===== src/rtl/cpu_pkg.sv =====
// cpu_pkg: constants shared across the pipelined MIPS core.
//   NOP_INSTR : instruction word decode sees when nothing is queued.
//   RESET_PC  : PC the fetch stage starts from. It is also the PC shown
//               to decode while the fetch queue is empty.
package cpu_pkg;

  localparam logic [31:0] NOP_INSTR = 32'h0000_0000;
  localparam logic [31:0] RESET_PC  = 32'h0000_3000;

endpackage


===== src/rtl/fetch_queue.sv =====
// fetch_queue: DEPTH-entry instruction/PC buffer between fetch and decode.
// It absorbs decode stalls, presents the oldest entry to decode, and drops
// everything on a redirect (flush).
//
// Optional feature: define FETCH_QUEUE_BYPASS_EN to let an instruction pass
// straight from fetch to decode in the same cycle while the queue is empty.
//
// Parameters:
//   DEPTH   number of entries (power of two, >= 2)
//   DATA_W  instruction / PC width
// Ports:
//   clk        rising-edge clock
//   reset      asynchronous, active-high reset
//   in_valid   fetch presents an instruction
//   in_instr   fetched instruction word
//   in_pc      PC of in_instr
//   in_ready   queue can accept a push (fetch PC enable)
//   out_valid  head entry valid
//   out_ready  decode consumes the head (inverted decode stall)
//   out_instr  head instruction, NOP when empty
//   out_pc     head PC, RESET_PC when empty
//   flush      redirect: discard all entries
//   count      current occupancy
module fetch_queue
  import cpu_pkg::*;
#(
  parameter int DEPTH  = 4,
  parameter int DATA_W = 32
) (
  input  logic                     clk,
  input  logic                     reset,
  input  logic                     in_valid,
  input  logic [DATA_W-1:0]        in_instr,
  input  logic [DATA_W-1:0]        in_pc,
  output logic                     in_ready,
  output logic                     out_valid,
  input  logic                     out_ready,
  output logic [DATA_W-1:0]        out_instr,
  output logic [DATA_W-1:0]        out_pc,
  input  logic                     flush,
  output logic [$clog2(DEPTH):0]   count
);

  localparam int PTR_W = $clog2(DEPTH);
  localparam int CNT_W = PTR_W + 1;

  logic [PTR_W-1:0]  wr_ptr;
  logic [PTR_W-1:0]  rd_ptr;
  logic [DATA_W-1:0] instr_mem [DEPTH];
  logic [DATA_W-1:0] pc_mem    [DEPTH];

  logic stored_valid;
  logic push;
  logic pop;
  logic do_write;
  logic do_read;

  assign stored_valid = (count != '0);
  assign in_ready     = (count != CNT_W'(DEPTH));

`ifdef FETCH_QUEUE_BYPASS_EN
  // While empty, fetch's instruction is shown to decode in the same cycle.
  // If decode takes it, it never touches storage; otherwise it is written.
  logic bypass;
  assign bypass    = !stored_valid && in_valid && !flush;
  assign out_valid = stored_valid || bypass;
  assign out_instr = stored_valid ? instr_mem[rd_ptr] :
                     bypass       ? in_instr : DATA_W'(NOP_INSTR);
  assign out_pc    = stored_valid ? pc_mem[rd_ptr] :
                     bypass       ? in_pc    : DATA_W'(RESET_PC);
  assign push      = in_valid && in_ready;
  assign pop       = out_valid && out_ready;
  assign do_write  = push && !(bypass && out_ready);
  assign do_read   = pop && !bypass;
`else
  // Outputs come only from registered state; empty shows NOP at RESET_PC.
  assign out_valid = stored_valid;
  assign out_instr = stored_valid ? instr_mem[rd_ptr] : DATA_W'(NOP_INSTR);
  assign out_pc    = stored_valid ? pc_mem[rd_ptr]    : DATA_W'(RESET_PC);
  assign push      = in_valid && in_ready;
  assign pop       = out_valid && out_ready;
  assign do_write  = push;
  assign do_read   = pop;
`endif

  // Pointers and occupancy. Flush wins over any push/pop in the same cycle;
  // pointers wrap by natural overflow since DEPTH is a power of two.
  always_ff @(posedge clk or posedge reset) begin
    if (reset) begin
      wr_ptr <= '0;
      rd_ptr <= '0;
      count  <= '0;
    end else if (flush) begin
      wr_ptr <= '0;
      rd_ptr <= '0;
      count  <= '0;
    end else begin
      if (do_write) wr_ptr <= wr_ptr + PTR_W'(1);
      if (do_read)  rd_ptr <= rd_ptr + PTR_W'(1);
      case ({do_write, do_read})
        2'b10:   count <= count + CNT_W'(1);
        2'b01:   count <= count - CNT_W'(1);
        default: count <= count;
      endcase
    end
  end

  // Entry storage has no reset; empty outputs are masked above instead.
  always_ff @(posedge clk) begin
    if (do_write && !flush) begin
      instr_mem[wr_ptr] <= in_instr;
      pc_mem[wr_ptr]    <= in_pc;
    end
  end

endmodule


===== config.mk =====
export PLATFORM = sky130hd
export DESIGN_NAME = fetch_queue
export DESIGN_NICKNAME = d
export VERILOG_FILES = /design/src/rtl/cpu_pkg.sv /design/src/rtl/fetch_queue.sv
export SDC_FILE = /design/constraint.sdc
export NUM_CORES = 1
export LEC_CHECK = 0
export BUFFER_PORTS_ARGS = -buffer_cell sky130_fd_sc_hd__buf_2
export CORE_UTILIZATION = 57
export DETAILED_ROUTE_END_ITERATION = 7
export GPL_TIMING_DRIVEN = 0
export PLACE_DENSITY = 0.79
export SETUP_SLACK_MARGIN = 0.4
export SYNTH_ARGS = -nofsm -noshare
export SYNTH_HDL_FRONTEND = slang
export SYNTH_SLANG_ARGS = --single-unit

===== constraint.sdc =====
create_clock -name clk -period 4.6 [get_ports clk]
set_clock_uncertainty 0.2 [all_clocks]
set_input_delay 0.46 -clock clk [delete_from_list [all_inputs] [get_ports clk]]
set_output_delay 0.46 -clock clk [all_outputs]
set_load 0.1 [all_outputs]

* Word level (Yosys, flattened, before mapping) *
Memory sizes are Yosys's and may differ from the RTL's.
Index checks and enable logic that the tools add are counted.
W data, S select, Z words.

word-level totals
  register bits = 7
  RAM bits = 256
  input bits = 69
  output and inout port bits = 69
  word-level logic and storage cells = 30
  memories kept = 2

operators by class
  add/subtract/negate cells = 4
  eq/ne operators = 3
  multiplexer cells = 10
  reductions and logical operators = 8

memories
  memory     words  bits a word  rd ports  clocked after memory_dff  wr ports  RTL line           source
  instr_mem  4      32           1         0                         1         fetch_queue.sv:49  logic [DATA_W-1:0] instr_mem [DEPTH];
  pc_mem     4      32           1         0                         1         fetch_queue.sv:50  logic [DATA_W-1:0] pc_mem [DEPTH];

operators by type and width
  kind                   number
  $mux W32               2
  $mux W2                4
  $pmux W3 S2            1
  $reduce_bool A3 Y1     2
  $add A2 B1 Y2 const B  2
  $reduce_bool A2 Y1     2
  $add A3 B1 Y3 const B  1
  $logic_and A1 B1 Y1    3
  $mux W3                1
  $ne A3 B3 Y1 const B   1
  $sub A3 B1 Y3 const B  1
  $eq A2 B1 Y1 const B   1
  $eq A2 B2 Y1 const B   1
  $mux W1                2
  $logic_not A1 Y1       1

* Logic depth before layout (Yosys ltp) *
Gate-level depths: netlist of the first run.

  word-level depth = 5
  depth in mapped cells = 8

* Least setup slack after synthesis of the first run *
No wires, ideal clock.

  path type = flip-flop to output port
  start = reg count[1]
  end = out out_pc[22]
  data arrival time = 3.384 ns
  required time = 3.940 ns
  path slack = 0.556 ns
  cell stages (with the launch flop) = 6
  cell sequence = dfrtp_1 > buf_2 > nor3_1 > inv_1 > clkbuf_1 > and2_1

between the ends
  word-level cells in the longest chain between the ends = 2

ends and longest elaborated chain
  item                    RTL line            source
  start, declared         fetch_queue.sv:41   output logic [$clog2(DEPTH):0] count
  start signal, assigned  fetch_queue.sv:101  2'b10: count <= count + CNT_W'(1);
  start signal, assigned  fetch_queue.sv:102  2'b01: count <= count - CNT_W'(1);
  start signal, assigned  fetch_queue.sv:103  default: count <= count;
  $reduce_bool A3 Y1      fetch_queue.sv:58   assign stored_valid = (count != '0);
  net out_valid           fetch_queue.sv:36   output logic out_valid,
  $mux W32                fetch_queue.sv:79   assign out_pc = stored_valid ? pc_mem[rd_ptr] : DATA_W'(RESET_PC);
  end, declared           fetch_queue.sv:39   output logic [DATA_W-1:0] out_pc,

The timed path passes the listed nets, and every way through them passes these cells.

* Worst setup path after layout of the first run *
  start = reg count[1]
  end = out out_pc[23]

between the ends
  word-level cells in the longest chain between the ends = 2

ends and longest elaborated chain
  item                RTL line
  $reduce_bool A3 Y1  fetch_queue.sv:58
  $mux W32            fetch_queue.sv:79

No other way between the ends.

==> results of run 1 <==
-- power by group --
group / switching (mW) / internal [mW]
clock network: 0.829 / 1.15
logic: 2.48 / 0.714
registers: 0.0344 / 2.74
-- cells in the mapped netlist (2+ instances only) --
cell type,instances
nor2_1,6
nor3_1,2
or2_1,2
and2_1,66
mux4_2,64
o21ai_0,3
or3b_2,2
a21oi_1,3
buf_2,10
ha_1,4
edfxtp_1,256
nand3_1,4
buf_6,5
dfrtp_1,7
inv_1,8
xor2_1,2
clkbuf_1,8
buf_4,2
nand2b_1,2
-- critical path, cell delays in order, from the launching register on --
cell	delay, ns
dfrtp_1	0.39
buf_2	0.21
nor3_1	0.10
inv_1	0.30
clkbuf_1	0.38
and2_1	0.23
buf_2	0.44
-- layer usage --
layer | vias to the layer above | share of wire
met2 | 209 | 0.51
met3 | 38 | 0.078
met4 | 0 | 0.019
met1 | 2650 | 0.40
li1 | 2383 | -
met5 | - | 0
-- final cells by class --
type | instances | area [um2] | share of cell area
Sequential cell | 263 | 7860 | 0.616
Multi-Input combinational cell | 176 | 2190 | 0.172
Timing Repair Buffer | 205 | 1440 | 0.113
Clock buffer | 30 | 666 | 0.0521
Tap cell | 225 | 282 | 0.0221
Buffer | 26 | 155 | 0.0122
Clock inverter | 17 | 140 | 0.0110
Inverter | 8 | 30.0 | 0.00235
-- flip-flops by register name, summed over array words and instances, names as in the netlist --
register and flops:
wr_ptr 2, instr_mem 128, pc_mem 128, count 3, rd_ptr 2
-- placed cells by master, fill, tap and decap left out, types with 2 or more instances in the layout --
master and count:
and2_1 62, clkbuf_1 12, bufinv_16 2, nand3_1 4, o21ai_0 3, inv_1 8
or3b_2 2, ha_1 4, clkinv_1 10, and2_4 4, dfrtp_1 7, buf_2 146
clkinv_2 2, edfxtp_1 256, nor3_1 2, buf_4 2, buf_16 4, mux4_2 64
xor2_1 2, clkbuf_16 26, nor2_1 6, dlygate4sd3_1 65, buf_6 5, a21oi_1 3
or2_1 2, nand2b_1 2
-- through the flow --
step | area (um2) | cells | util | hold slack (ns) | worst slack [ns]
2_1_floorplan | 10200 | 473 | - | 0.0634 | 0.556
3_3_place_gp | 11200 | 834 | 0.643 | 0.221 | 0.161
3_5_place_dp | 11300 | 838 | 0.649 | 0.233 | 1.89
4_1_cts | 12800 | 950 | 0.733 | 0.0933 | 1.31
5_1_grt | 12800 | 950 | 0.733 | 0.144 | 1.21
6_report | 12800 | 950 | 0.733 | 0.117 | 1.38
-- cell families after synthesis --
family          count (synthesis)
mux                            64
simple gates                   88
flops                         263
buf+inv                        34
fa+ha+maj                       5
xor+xnor                        3
compound gates                 16
-- final timing paths --
| kind | startpoint | endpoint |
|---|---|---|
| worst max-delay path | count[1] | out_pc[23] |
| worst min-delay path | flush | rd_ptr[1] |
| worst max register to register | count[0] | pc_mem[2][30] |
| worst min register to register | wr_ptr[0] | wr_ptr[0] |
| max in group asynchronous | reset | count[1] |
| min in group asynchronous | reset | count[0] |
==> results.toml, run 1 <==
[die]
core_area_um2 = 17400
io_pins = 138
row_count = 48
die_w_um = 136
start_util = 0.587
die_y_um = 136
die_area_um2 = 18500

[cts]
cts-root-buf = "clkbuf_16"
hold_buffers = 65
cts_sinks = 263
cts_buffer_depth = 3
clk_pin_slew_ns = 0.06
postCtsSetupRepairBufs = 0
post_cts_resized = 0
cts_tree = "built"
h-tree-depth = 1
cts_buffers = 26
clk_latency_ns = 0.52

[synth]
synth_top_area_share = 0.752
seq_area_frac_synth = 0.769
synth_cell_types = 36
syn-mean-instance-area_um2 = 21.6
synth_fa_ha_area_frac = 0.00685
synth_xor_area_frac = 0.00257
synth_fp_nets = 547
synth-edff-count = 256
muxShareOfSynthArea = 0.141
yosys.area_share.simple = 0.0521
ys_ff_latch = 263
synth-compound-area-share = 0.0108
netlist_area_um2 = 10200
synth_top_cell_by_area = "edfxtp_1"
synth.area.top_cells = "edfxtp_1 (75%), mux4_2 (14%), and2_1 (4.0%)"
synth_cells = 473
ys_warn_count = 0
synth_top_family_by_area = "multiplexers"
async_flop_share = 0.0266
synth_ff_type = "edfxtp_1"

[power_and_ir_drop]
leakage_nw = 4.49
worst_ir_drop_vdd_mv = 0.451
power.density_nw_per_um2 = 622
p_total_mw = 7.94

[detailed_routing]
route.detailed.drc = 0
firstDrtPassIters = 5
ant_nets = 0
vias = 5280
routed_wl_um = 19400
routedWlPerCell_um = 20.4
dr.first_iter.drc_count = 337
viasPerCell = 5.56

[global_routing]
top_usage_layer = "met2"
overflow = 0
antenna_found_initial = 0
grt_pass1_vias = 5603
met1_usage = 0.287
met3_usage = 0.0481
global_route.usage.met2 = 0.376
grt_pass1_wl_um = 30000
grt_use_total = 0.220
grt_max_degree = 54

[sta]
hold_viol = 0
finalCritPeriodShare = 0.700
fin_crit_ns = 3.22
slew_headroom = 0.579
worst_pin_slew_ns = 0.632
rsz0062_at_grt = "no"
slew_violations = 0
max_freq_mhz = 310
setup_violations = 0
setup_tns_ns = 0

[critical_path]
path_class = "reg2out"
crit_path_end_kind = "output port"
r2r_slack_ns = 1.90
worstPathArrival_ns = 2.56
r2r_cells = 5
crit_fanout = 10
worstSetupStartpointType = "register"
worstPathRequired_ns = 3.94

[cells_and_area]
fillCellCount = 1047
insertedDiodeCount = 0
area_delta_synth_final_pct = 24.8
nNetsFinal = 780
drive_above_1_share = 0.360

[outcome]
outcome = "completed"

[place]
dp_hpwl_um = 11800
port-buffer-count = 136
gp_congestion = 0.873

[hold_path]
min_path_cells = 2
hold_class = "in2reg"

[run]
cap_violations = 0
(Power assumes the default switching activity.)
==> run 2: changes to the inputs <==
==> constraint.sdc (replaced) <==
create_clock -name clk -period 3.4 [get_ports clk]
set_clock_uncertainty 0.2 [all_clocks]
set_input_delay 0.34 -clock clk [delete_from_list [all_inputs] [get_ports clk]]
set_output_delay 0.34 -clock clk [all_outputs]
set_load 0.1 [all_outputs]
==> run 2 against run 1 <==
  * Hold slack got worse by 0.0039 ns
  * Sequential share of layout area shrank 0.29 points
  * Sequential cell count did not move
  * Non-clock buffer count rose by 1
  * Setup slack got worse by 0.88 ns
  * Final cell count grew 0.11%
  * Critical endpoint is now out_pc[6]
  * Largest cell class unchanged
==> results.toml, run 2 (synthesized netlist as in run 1, its figures left out) <==
[power_and_ir_drop]
leakage_nw = 4.49
switchingPower_mw = 4.48
combinationalPowerShare = 0.405
worst_ir_drop_vdd_mv = 0.822
switching_share = 0.414
power.density_nw_per_um2 = 844
p_seq_frac = 0.347
clockPowerShare = 0.247
internal_power_mw = 6.35

[sta]
max_freq_mhz = 345
setup_tns_ns = 0
slew_violations = 0
hold_viol = 0
setup_violations = 0
slew_headroom = 0.560
rsz0062_at_grt = "yes"
finalCritPeriodShare = 0.852
fin_crit_ns = 2.90
worst_pin_slew_ns = 0.660

[global_routing]
grt_use_total = 0.205
grt_max_degree = 36
grt_pass1_vias = 5595
grt_pass1_wl_um = 28300
overflow = 0
antenna_found_initial = 0

[place]
placed_cell_area_um2 = 11300
dp_hpwl_um = 11200
gp_congestion = 0.840
port-buffer-count = 136

[cts]
cts_buffer_depth = 3
clk_latency_ns = 0.50
cts_tree = "built"
h-tree-depth = 1
clk_pin_slew_ns = 0.06
cts-root-buf = "clkbuf_16"
cts_sinks = 263
postCtsSetupRepairBufs = 0
cts_buffers = 26

[cells_and_area]
nNetsFinal = 781
final_common_cell = "edfxtp_1"
multi_input_comb_area_um2 = 2210
final_area_um2 = 12800
register_area_um2 = 7860
drive_above_1_share = 0.377
final_cell_mix = "edfxtp_1 (256), buf_2 (122), dlygate4sd3_1 (66)"
fillCellCount = 1029
largestRegisters = "instr_mem (128), pc_mem (128), count (3)"
area_delta_synth_final_pct = 25.4
insertedDiodeCount = 0

[die]
die_w_um = 136
io_pins = 138
core_area_um2 = 17400
die_y_um = 136
start_util = 0.587
die_area_um2 = 18500
row_count = 48

[run]
cap_violations = 0

[detailed_routing]
routed_wl_um = 18700
dr.first_iter.drc_count = 380
route.detailed.drc = 0
routedWlPerCell_um = 19.7
ant_nets = 0
viasPerCell = 5.62
firstDrtPassIters = 4
vias = 5344

[critical_path]
critPathMaxStageDelay_ns = 0.43
path_cells = "buf_2, nor3_2, inv_2, buf_1, and2_1, clkbuf_4"
crit_path_end_kind = "output port"
slowest_stage = "dfrtp_2"
worstPathRequired_ns = 2.86
path_class = "reg2out"
worstSetupStartpointType = "register"
critPathTopFamily = "buffers and inverters"
crit_fanout = 10
cp.buffers_inverters = 4
worstPathArrival_ns = 2.36

[outcome]
outcome = "completed"

[hold_path]
hold_class = "in2async"
-- run 2: changes by cell type in the layout (fill, tap and decap cells not counted), moves of 4 or more --
| cell | delta |
|---|---|
| buf_12 | +4 |
| buf_16 | -4 |
| and2_2 | +9 |
| clkbuf_2 | +4 |
| buf_2 | -24 |
| clkbuf_4 | +21 |
| and2_1 | -9 |
-- run 2: worst paths after layout --
kind,startpoint,end,slack [ns],cells past startpoint
worst max register to register,count[0],instr_mem[2][11],0.60,5
worst max-delay path,count[1],out_pc[6],0.50,6
worst min-delay path,reset,count[0],0.11,3
worst min register to register,wr_ptr[1],wr_ptr[1],0.40,2
min in group clk,in_valid,wr_ptr[1],0.13,4
max in group asynchronous,reset,count[1],2.64,3
-- run 2: what timing repair did --
item	in CTS	in global routing
hold buffers	66	0
cloned	0	0
setup endpoints to repair	59	47
gates resized for setup	5	28
hold endpoints to repair	264	0
-- run 2: area by class of cell --
cell class | count | share of cell area
Sequential cell | 263 | 0.613
Timing Repair Buffer | 206 | 0.115
Inverter | 8 | 0.00234
Multi-Input combinational cell | 176 | 0.172
Buffer | 26 | 0.0125
Clock inverter | 11 | 0.00741
Tap cell | 225 | 0.0219
Clock buffer | 36 | 0.0553
-- run 2: layer usage --
| metal | vias up | track usage | share of wire |
|---|---|---|---|
| li1 | 2383 | - | - |
| met1 | 2760 | 0.264 | 0.41 |
| met2 | 175 | 0.361 | 0.53 |
| met3 | 26 | 0.0377 | 0.052 |
| met4 | 0 | 0.0574 | 0.015 |
| met5 | - | 0 | 0 |
-- run 2: per-stage QoR --
stage	std cells	util	power [mW]	setup slack (ns)	hold WS (ns)
floorplan	473	-	7.39	0.282	-0.0567
global placement	834	0.644	8.04	0.244	0.0832
detailed placement	838	0.648	8.10	0.705	0.103
CTS	951	0.733	10.8	0.410	0.0711
global route	951	0.737	11.2	0.383	0.110
finish	951	0.737	10.8	0.503	0.113
-- run 2: worst register-to-register path, delay by kind of cell, from the launching register on --
family | cells | cell delay (ns)
simple gates | 3 | 1.13
buf+inv | 2 | 0.66
flops | 1 | 0.45
-- run 2: power groups by stage --
stage / sequential (mW) / combinational [mW] / clock [mW]
final: 3.76 / 4.39 / 2.68
after global routing: 3.77 / 4.56 / 2.84
after CTS: 3.76 / 4.36 / 2.73
after detailed placement: 3.82 / 4.27 / 0
after global placement: 3.82 / 4.22 / 0
after floorplan: 3.88 / 3.51 / 0
==> run 3: changes to the inputs <==
--- a/config.mk
+++ b/config.mk
@@ -5,7 +5,9 @@
 export SDC_FILE = /design/constraint.sdc
 export NUM_CORES = 1
 export LEC_CHECK = 0
+export ABC_AREA = 1
 export BUFFER_PORTS_ARGS = -buffer_cell sky130_fd_sc_hd__buf_2
+export CAP_MARGIN = 20
 export CORE_UTILIZATION = 57
 export DETAILED_ROUTE_END_ITERATION = 7
 export GPL_TIMING_DRIVEN = 0
==> constraint.sdc (replaced) <==
create_clock -name clk -period 2.7 [get_ports clk]
set_clock_uncertainty 0.2 [all_clocks]
set_input_delay 0.27 -clock clk [delete_from_list [all_inputs] [get_ports clk]]
set_output_delay 0.27 -clock clk [all_outputs]
set_load 0.1 [all_outputs]
==> run 3 against run 2 <==
  * Global-route usage grew 11 points
  * Setup slack worse by 0.33 ns
  * Final area is 18% higher
  * Via count up 44%
  * Clock-buffer cell count shrank 9
  * Synthesized area up 1.2%
  * Critical path depth rose by 1
  * Critical endpoint is now out_pc[25]
==> results.toml, run 3 <==
[outcome]
outcome = "completed"

[synth]
syn-mean-instance-area_um2 = 12.7
async_flop_share = 0.0266
seq_area_frac_synth = 0.760
synth_top_area_share = 0.743
synth_cell_types = 23
synth_top_cell_by_area = "edfxtp_1"
synth.area.top_cells = "edfxtp_1 (74%), nor2_1 (9.5%), o21ai_0 (6.0%)"
synth-edff-count = 256
synth_ff_type = "edfxtp_1"
ys_warn_count = 0
ys_top_cells_by_count = "nor2_1 (261), edfxtp_1 (256), o21ai_0 (125)"
synth_fp_nets = 890
netlist_area_um2 = 10300
synth_most_common_cell = "nor2_1"
synth_cells = 816
ys_ff_latch = 263

[critical_path]
r2r_slack_ns = 0.48
crit_path_frequent_cell = "buf_12"
worstSetupStartpointType = "register"
path_cells = "inv_2, buf_12, buf_8, buf_12, o21ai_1, a21oi_4, buf_12"
crit_fanout = 10
reg2reg_to = "pc_mem[1][5]"
rr_startpoint = "count[0]"
worstPathRequired_ns = 2.23
worstPathArrival_ns = 2.06
crit_path_end_kind = "output port"
r2r_cells = 8
critPathMaxStageDelay_ns = 0.46
slowest_stage = "dfrtp_2"
path_class = "reg2out"

[cts]
cts_sinks = 263
cts_buffer_depth = 3
cts-root-buf = "clkbuf_16"
cts_tree = "built"
clk_pin_slew_ns = 0.07
clk_latency_ns = 0.52
cts_buffers = 25
h-tree-depth = 1

[place]
gp_congestion = 0.787
dp_hpwl_um = 14500
port-buffer-count = 137

[cells_and_area]
nNetsFinal = 1137
final_common_cell = "edfxtp_1"
drive_above_1_share = 0.317
fin_util = 0.864
final_cell_mix = "edfxtp_1 (256), nor2_1 (248), o21ai_1 (83)"
insertedDiodeCount = 0
area_delta_synth_final_pct = 46.4
largestRegisters = "instr_mem (128), pc_mem (128), count (3)"

[run]
cap_violations = 0

[global_routing]
grt_max_degree = 30
antenna_found_initial = 0
grt_pass1_wl_um = 42800
grt_pass1_vias = 7955
grt_use_total = 0.316
overflow = 0

[detailed_routing]
vias = 7721
route.detailed.drc = 0
routed_wl_um = 29600
ant_nets = 0
dr.first_iter.drc_count = 677
viasPerCell = 5.91
firstDrtPassIters = 5
routedWlPerCell_um = 22.7

[sta]
max_freq_mhz = 396
slew_violations = 0
setup_violations = 0
rsz0062_at_grt = "yes"
hold_viol = 0
holdWs_ns = 0.0390
slew_headroom = 0.454
fin_crit_ns = 2.53
finalCritPeriodShare = 0.936
worst_pin_slew_ns = 0.819

[die]
die_area_um2 = 18700
die_y_um = 137
io_pins = 138
row_count = 48
die_w_um = 137
start_util = 0.590
core_area_um2 = 17500

[hold_path]
hold_class = "in2async"
[run 3: per-stage QoR]
stage | cell area [um2] | TNS [ns] | setup WS (ns) | cells
finish | 15200 | 0 | 0.174 | 1306
global route | 15200 | 0 | 0.125 | 1306
CTS | 14900 | 0 | 0.206 | 1301
detailed placement | 12300 | 0 | 0.166 | 1186
global placement | 12100 | -94.58 | -0.390 | 1178
floorplan | 11200 | -14.35 | -0.0593 | 816
[run 3: per-layer routing]
layer,track usage,share of wire,vias to the layer above
met3,0.0419,0.073,107
met4,0.139,0.040,0
met5,0,0,-
met2,0.567,0.53,452
met1,0.383,0.36,3766
li1,-,-,3396
[run 3: cell type report]
cell class / count / area (um2)
sequential: 263 / 7880
tap: 225 / 282
timing repair buffer: 218 / 2530
multi-input combinational: 491 / 3070
clock inverter: 18 / 161
inverter: 16 / 70.1
clock buffer: 27 / 633
fill: 733 / 2380
buffer: 48 / 531
[run 3: worst max path at each step]
stage | start | to | slack, ns | depth (start not counted)
floorplan | count[0] | instr_mem[0][0] | -0.06 | 6
global placement | count[2] | instr_mem[3][27] | -0.39 | 5
detailed placement | rd_ptr[0] | out_pc[25] | 0.17 | 6
CTS | rd_ptr[0] | out_instr[22] | 0.21 | 6
global route | rd_ptr[0] | out_pc[25] | 0.13 | 7
finish | rd_ptr[0] | out_pc[25] | 0.17 | 7
[run 3: worst max-delay path, delay by kind of cell, from the launching register on]
family / cells / cell delay [ns]
buf+inv: 5 / 0.76
flops: 1 / 0.46
compound gates: 2 / 0.32
[run 3: what timing repair did]
action	in CTS	in global routing
setup endpoints to repair	125	212
pin swaps	8	16
gates cloned	0	2
gates resized for setup	341	133
hold endpoints to repair	269	0
buffers inserted	2	3
hold buffers	68	0
[run 3: cells by family (layout without fill, tap and decap cells)]
| kind of cell | count (synthesis) | count (layout) | share of synthesized area |
|---|---|---|---|
| and+or+nand+nor | 287 | 289 | 0.106 |
| buffers and inverters | 64 | 327 | 0.0314 |
| xor gates and xnor gates | 1 | 1 | 0.000846 |
| AOI/OAI and AO/OA | 196 | 196 | 0.0955 |
| adders and majority gates | 5 | 5 | 0.00677 |
| DFF | 263 | 263 | 0.760 |
Power of run 3 is not shown: default switching activity piles up to over one toggle a cycle in this logic, so the estimate is an artifact.
